File: src/rtl/conv10bto32b_arb.sv
// Round-robin arbiter sharing one 10b->32b packer among N symbol lanes.
// Grants 16-symbol bursts so lanes switch on word boundaries; words are tagged with their lane id.

module conv10bto32b_arb_lane #(
  parameter int IDW  = 2,
  parameter int LANE = 0
) (
  input  logic           in_burst,
  input  logic [IDW-1:0] gnt,
  input  logic           vld,
  output logic           rdy,
  output logic           acc
);
  assign rdy = in_burst && (gnt == IDW'(LANE));
  assign acc = rdy & vld;
endmodule

module conv10bto32b_arb #(
  parameter int N   = 4,
  parameter int IDW = $clog2(N)
) (
  input  logic                clk,
  input  logic                rst,
  input  logic [N-1:0]        i_req_vld,
  input  logic [N-1:0][9:0]   i_req_dat,
  output logic [N-1:0]        o_req_rdy,
  output logic                o_cnv_vld,
  output logic [9:0]          o_cnv_dat,
  input  logic                i_pkr_vld,
  output logic [IDW-1:0]      o_pkr_id,
  output logic                o_busy,
  output logic                o_err
);
  typedef enum logic {IDLE, BURST} state_t;

  state_t         state, state_nx;
  logic [IDW-1:0] gnt, rr_ptr, pick;
  logic           found;
  logic [3:0]     beat;
  logic [2:0]     wcnt;
  logic [IDW-1:0] tag_mem [2];
  logic           rd_ptr, wr_ptr;
  logic [1:0]     occ;
  logic           push, pop;
  logic [N-1:0]   lane_acc;

  // Two passes: lanes at/after rr_ptr first, then wrap to the lowest lane.
  always_comb begin
    pick  = rr_ptr;
    found = 1'b0;
    for (int j = 0; j < N; j++) begin
      if (!found && i_req_vld[j] && (IDW'(j) >= rr_ptr)) begin
        pick  = IDW'(j);
        found = 1'b1;
      end
    end
    for (int j = 0; j < N; j++) begin
      if (!found && i_req_vld[j]) begin
        pick  = IDW'(j);
        found = 1'b1;
      end
    end
  end

  generate
    for (genvar k = 0; k < N; k++) begin : g_lane
      conv10bto32b_arb_lane #(.IDW(IDW), .LANE(k)) u_lane (
        .in_burst (state == BURST),
        .gnt      (gnt),
        .vld      (i_req_vld[k]),
        .rdy      (o_req_rdy[k]),
        .acc      (lane_acc[k])
      );
    end
  endgenerate

  assign o_cnv_vld = |lane_acc;
  assign o_cnv_dat = i_req_dat[gnt];

  // Fullness uses registered occupancy: a same-cycle pop does not free a slot.
  assign push = (state == IDLE) && found && (occ != 2'd2);
  assign pop  = i_pkr_vld && (occ != 2'd0) && (wcnt == 3'd4);

  always_comb begin
    state_nx = state;
    case (state)
      IDLE:    if (push) state_nx = BURST;
      BURST:   if (o_cnv_vld && beat == 4'd15) state_nx = IDLE;
      default: state_nx = IDLE;
    endcase
  end

  always_ff @(posedge clk) begin
    if (rst) begin
      state  <= IDLE;
      gnt    <= '0;
      rr_ptr <= '0;
      beat   <= '0;
      wcnt   <= '0;
      occ    <= '0;
      rd_ptr <= 1'b0;
      wr_ptr <= 1'b0;
      o_err  <= 1'b0;
    end else begin
      state <= state_nx;
      if (push) begin
        gnt    <= pick;
        wr_ptr <= ~wr_ptr;
      end
      if (o_cnv_vld) begin
        beat <= beat + 4'd1;
        if (beat == 4'd15)
          rr_ptr <= (gnt == IDW'(N-1)) ? '0 : gnt + 1'b1;
      end
      if (pop) rd_ptr <= ~rd_ptr;
      case ({push, pop})
        2'b10:   occ <= occ + 2'd1;
        2'b01:   occ <= occ - 2'd1;
        default: occ <= occ;
      endcase
      // A word with no tag pending is flagged and otherwise ignored.
      if (i_pkr_vld) begin
        if (occ == 2'd0) o_err <= 1'b1;
        else             wcnt  <= (wcnt == 3'd4) ? 3'd0 : wcnt + 3'd1;
      end
    end
  end

  always_ff @(posedge clk) begin
    if (push) tag_mem[wr_ptr] <= pick;
  end

  assign o_pkr_id = tag_mem[rd_ptr];
  assign o_busy   = (state == BURST) || (occ != 2'd0);
endmodule

File: config.mk
export PLATFORM = sky130hd
export DESIGN_NAME = conv10bto32b_arb
export DESIGN_NICKNAME = d
export VERILOG_FILES = /design/src/rtl/conv10bto32b_arb.sv
export SDC_FILE = /design/constraint.sdc
export NUM_CORES = 1
export LEC_CHECK = 0
export BUFFER_PORTS_ARGS = -buffer_cell sky130_fd_sc_hd__buf_2
export CAP_MARGIN = 5
export CORE_MARGIN = 1
export CORE_UTILIZATION = 46
export CTS_CLUSTER_DIAMETER = 120
export DETAILED_ROUTE_END_ITERATION = 10
export PLACE_DENSITY_LB_ADDON = 0.3
export SETUP_SLACK_MARGIN = 0.3
export SLEW_MARGIN = 20
export SYNTH_ARGS = -nofsm -noshare
export SYNTH_HDL_FRONTEND = slang
export SYNTH_SLANG_ARGS = --single-unit
File: constraint.sdc
create_clock -name clk -period 2.49 [get_ports clk]
set_input_delay 0 -clock clk [delete_from_list [all_inputs] [get_ports clk]]
set_output_delay 0 -clock clk [all_outputs]
set_load 0.01 [all_outputs]
== Yosys cells after proc, flatten, opt, wreduce, memory -nomap -nowiden ==
Memory sizes are Yosys's and may differ from the RTL's. A register that Yosys moved wholly into a read port is not among the register bits.
Cells that the tools add are included.
Storage, ports and cells
  register bits: 17
  bits in latches: 0
  bits in writable memories: 4
  bits in read-only memories: 0
  bits of input ports: 47
  output and inout port bits: 19
  logic and storage cells: 99
  memories: 1
Operators by class
  add/subtract/negate cells: 5
  multiply operators: 0
  div/mod/pow operators: 0
  magnitude comparators: 5
  eq/ne operators: 8
  shift-type cells: 0
  muxes and demuxes: 27
  bitwise gates (word level): 8
  reductions and logical operators: 36
Memory list
  tag_mem: words 2, width 2, rd ports 1, clocked after Yosys merged registers in 1, wr ports 1, line 41  | logic [IDW-1:0] tag_mem [2];
Operator list (count)
  $bmux W10 S2: 1
  $logic_and A1 B1 Y1: 20
  $mux W2: 9
  $mux W1: 13
  $mux W10: 1
  $logic_not A1 Y1: 7
  $eq A2 B2 Y1 const B: 3
  $reduce_and A2 Y1: 3
  $add A2 B1 Y2 const B: 2
  $add A4 B1 Y4 const B: 1
  $and A1 B1 Y1: 4
  $eq A2 B1 Y1 const B: 2
  $eq A4 B4 Y1 const B: 1
  $ge A1 B2 Y1 const A: 2
  $ge A2 B2 Y1 const A: 2
  $logic_not A2 Y1: 2
  $not A1 Y1: 4
  $pmux W2 S2: 1
  $reduce_bool A2 Y1: 2
  $reduce_or A4 Y1: 1
  $add A3 B1 Y3 const B: 1
  $eq A3 B3 Y1 const B: 1
  $lt A2 B3 Y1 const B: 1
  $mux W3: 1
  4 further kinds: 4

== Logic depth before layout (Yosys ltp) ==
  word-level depth: 31
  depth in mapped cells: 8
  gate-level depth less buffers: 8

== Cells and area by module ==
Synthesis repeated with hierarchy kept, for this count alone.
Second synthesis, totals
  cells, all modules: 127
  area, all modules: 1343.8 um^2
Modules (own cells, without submodules)
  conv10bto32b_arb: instances 1, cells an instance 119, area an instance 1267.5 um^2, seq. area each 480.5 um^2
  conv10bto32b_arb_lane at g_lane[0].u_lane ...: instances 3, cells an instance 2, area an instance 20.0 um^2, seq. area each 0.0 um^2
  conv10bto32b_arb_lane at g_lane[3].u_lane: instances 1, cells an instance 2, area an instance 16.3 um^2, seq. area each 0.0 um^2

== Worst setup path after synthesis ==
OpenSTA, ideal clock, no wires.
  path type: flip-flop to flip-flop
  start: reg occ[0]
  end: reg occ[1]
  library setup time: 0.070 ns
  data arrival time: 1.758 ns
  data required time: 2.420 ns
  setup slack: 0.662 ns
  cell stages (with the launch flop): 7
  buffers on the path: 0
  clock period less this slack: 1.828 ns
  cell sequence: dfxtp_1 -> inv_1 -> a221oi_4 -> inv_1 -> ha_1 -> or3_1 -> a21oi_1
Between the ends
  cells in the longest elaborated chain, start to end: 5
  elaborated cells between the ends (all ways): 11
  classes of those cells: 2 x add/sub; 3 x eq/ne; 1 x mux; 5 x reduce/logical
RTL lines
  start: declaration: line 43  | logic [1:0] occ;
  start signal: assignment: line 117  | 2'b10: occ <= occ + 2'd1;
  start signal: assignment: line 118  | 2'b01: occ <= occ - 2'd1;
  $reduce_bool A2 Y1: line 82  | assign pop = i_pkr_vld && (occ != 2'd0) && (wcnt == 3'd4);
  $logic_and A1 B1 Y1 (2 in series): line 82
  $eq A2 B1 Y1 or $eq A2 B2 Y1 (tied branches): line 116  | case ({push, pop})
  $pmux W2 S2 or $reduce_bool A2 Y1 (tied branches)
Several ways; a longest one is shown, not always the timed one.
A chain may end at the register's enable or synchronous reset.

== Final worst setup path ==
Ends and elaborated chain as after synthesis.

==> impl_metrics.csv <==
group,metric,value,unit
critical_path,r2r-end,"occ[1]",
logic_synthesis,yosysTopAreaCellShare,0.2533,
detailed_routing,drt-vias-per-instance,5.474,
pwr,total_power,1.127,mW
detailed_routing,drc,8,
die,die-area,3319,sq um
logic_synthesis,synth_common_cells,"dfxtp_1, nor2_1, mux4_2",
min_path,whs_endpoint,"rd_ptr",
logic_synthesis,ys_seq_area_frac,0.3377,
pwr,ir_drop,0.4591,mV
critical_path,setup.worst_path.end_class,"register",
job,maxCapViolations,0,
clock_network,cts_resized,0,
clock_network,root_buffer,"clkbuf_4",
clock_network,hold_buffers,1,
timing,fin_crit,2.091,ns
timing,relSlewSlack,0.6653,
clock_network,clock_latency,0.31,ns
global_route,grt_start_max_net_pins,19,
cells_and_area,drive_above_1_share,0.4378,
clock_network,postCtsSetupBuffers,0,
global_route,grt_antenna_before_repair,0,
global_route,grt_pass1_vias,1273,
detailed_routing,wl_per_cell,13.66,um
clock_network,numCtsBuffers,3,
detailed_routing,drt_first_pass_iters,10,
timing,finalSetupTns,0,ns
min_path,min-delay-start,"rst",
place,io_buffers,65,
global_route,grt.total_usage,0.1926,
logic_synthesis,synth.area.top_cells,"dfxtp_1, mux4_2, edfxtp_1",
critical_path,cp.required,2.73,ns
global_route,grt_pass1_wl,4.988,mm
pwr,powerDensity,626.9,nW/um^2
clock_network,cts.sinks,22,
logic_synthesis,async_flop_share,0,
detailed_routing,wirelength,3.168,mm
timing,setup_violations,0,
clock_network,cts_max_level,1,
clock_network,clk_path_buf_depth,2,
critical_path,crit_type,"reg -> reg",
die,fp.dieW,57.61,um
die,row_count,19,
die,core_area,2853,sq um
timing,final_hold_viol_count,0,
critical_path,cp-start-kind,"register",
logic_synthesis,synth.avg_cell_area,10.38,sq um
min_path,min_path_cells,2,
detailed_routing,vias,1270,
cells_and_area,layout.nets,257,
place,dp_hpwl,2.500,mm
timing,period_share,0.8396,
outcome,violations,"DRC",
cells_and_area,n_antenna_cell,0,
critical_path,r2r-start,"occ[0]",
die,die_y,57.61,um
logic_synthesis,synth_ff_type,"dfxtp_1",
die,start_util,0.4987,
timing,worst_slack,0.3995,ns
min_path,hold_class,"in -> reg",
detailed_routing,drtAntennaViolNets,0,
timing,slew_viol_final,0,
logic_synthesis,syn_inst,137,
logic_synthesis,yosysWarnings,0,
critical_path,critPathArrivalTime,2.33,ns
outcome,outcome,"finished, violations left",
critical_path,cp_max_fo,6,
place,place_congestion,0.7204,
pwr,p_leak,0.8180,nW
cells_and_area,area_growth_syn_to_layout,26.38,%
detailed_routing,dr.first_iter.drc_count,31,
logic_synthesis,syn_area,1423,sq um
place,place_ws,0.5073,ns
cells_and_area,fin_util,0.6303,
timing,worst_clock_skew,0.001779,ns
timing,rsz0062_at_grt,"no",
timing,fmax,478.4,MHz
logic_synthesis,synth_edf_count,4,
clock_network,clk_pin_slew,0.13,ns
cells_and_area,nFillCells,245,
critical_path,r2r_slack,0.40,ns
logic_synthesis,yosysUniqueCellTypes,39,
logic_synthesis,yosys.area.top_type,"dfxtp_1",
die,io_pins,66,
global_route,grt_overflow_total,0,
timing,worstMarginPinSlew,0.4957,ns
logic_synthesis,synth_nets,192,
critical_path,rr_worst_depth,6,
logic_synthesis,ys_seq_elements,22,
clock_network,cts_tree,"done",
## worst max-delay path by stage
stage / from / slack, ns / end
2_1_floorplan: occ[0] / 0.66 / occ[1]
3_3_place_gp: occ[0] / 0.60 / occ[1]
3_5_place_dp: occ[0] / 0.51 / occ[1]
4_1_cts: occ[0] / 0.41 / occ[1]
5_1_grt: occ[0] / 0.32 / occ[1]
6_report: occ[0] / 0.40 / occ[1]
## power breakdown
part	switching, mW	leakage, nW	total, mW	internal, mW
Combinational	0.198	0.604	0.395	0.197
Sequential	0.0440	0.186	0.456	0.412
Clock	0.113	0.0279	0.276	0.163
Total	0.355	0.818	1.13	0.772
## cells in the final DEF (no fill, tap or decap), types with 2 or more instances in the layout
master and count:
a211oi_1 2, a21oi_1 7, a22o_1 2, a22oi_1 2, and2_1 4, buf_2 65, buf_4 2, clkbuf_4 3
dfxtp_1 18, edfxtp_1 4, ha_1 8, inv_1 9, mux2_2 2, mux2i_1 3, mux4_2 10, nand2_1 5
nand3_1 2, nor2_1 18, nor2b_1 2, nor3_1 2, o21ai_0 6, xnor2_1 5, xor2_1 3
## final cells by class
class                           count  area [sq um]  share of cell area
Sequential cell                    22         480.5              0.2672
Tap cell                           31         38.79             0.02157
Multi-Input combinational cell     98         842.1              0.4683
Inverter                            9         33.78             0.01879
Timing Repair Buffer               68         350.3              0.1949
Clock buffer                        3         22.52             0.01253
Clock inverter                      1         30.03             0.01670
## per-layer routing
layer / global-route usage / vias up / wire length, um
met1: 0.1920 / 598 / 1179
met2: 0.4020 / 49 / 1740
met4: 0.05575 / 0 / 14
met3: 0.02679 / 2 / 234
li1: - / 621 / -
met5: 0 / - / 0
## flip-flops by register name, summed over array words and instances, names as in the netlist, named ones only
register	count
beat	4
tag_mem	4
wcnt	3
gnt	2
occ	2
rr_ptr	2
o_err	1
rd_ptr	1
state	1
wr_ptr	1
## worst max-delay path, stage by stage, from the launching register on
cell and delay (ns):
dfxtp_1 0.46, inv_1 0.11, a221oi_4 0.38, inv_1 0.16, ha_1 0.36, or3_1 0.39
a21oi_1 0.17
## kinds of logic after synthesis
family                     synth area share
and+or+nand+nor                      0.1328
AOI/OAI and AO/OA                    0.1442
DFF                                  0.3377
buffers and inverters               0.07036
muxes                                0.1953
xor gates and xnor gates            0.04925
adders and majority gates           0.07036
## per-stage QoR
step | std cells | hold slack (ns) | cell area, sq um
floorplan | 137 | 0.1407 | 1423
global placement | 227 | 0.2568 | 1735
detailed placement | 227 | 0.2748 | 1735
CTS | 232 | 0.04865 | 1798
global route | 232 | 0.05751 | 1798
finish | 232 | 0.04944 | 1798
Power figures use the tool's default switching activity.
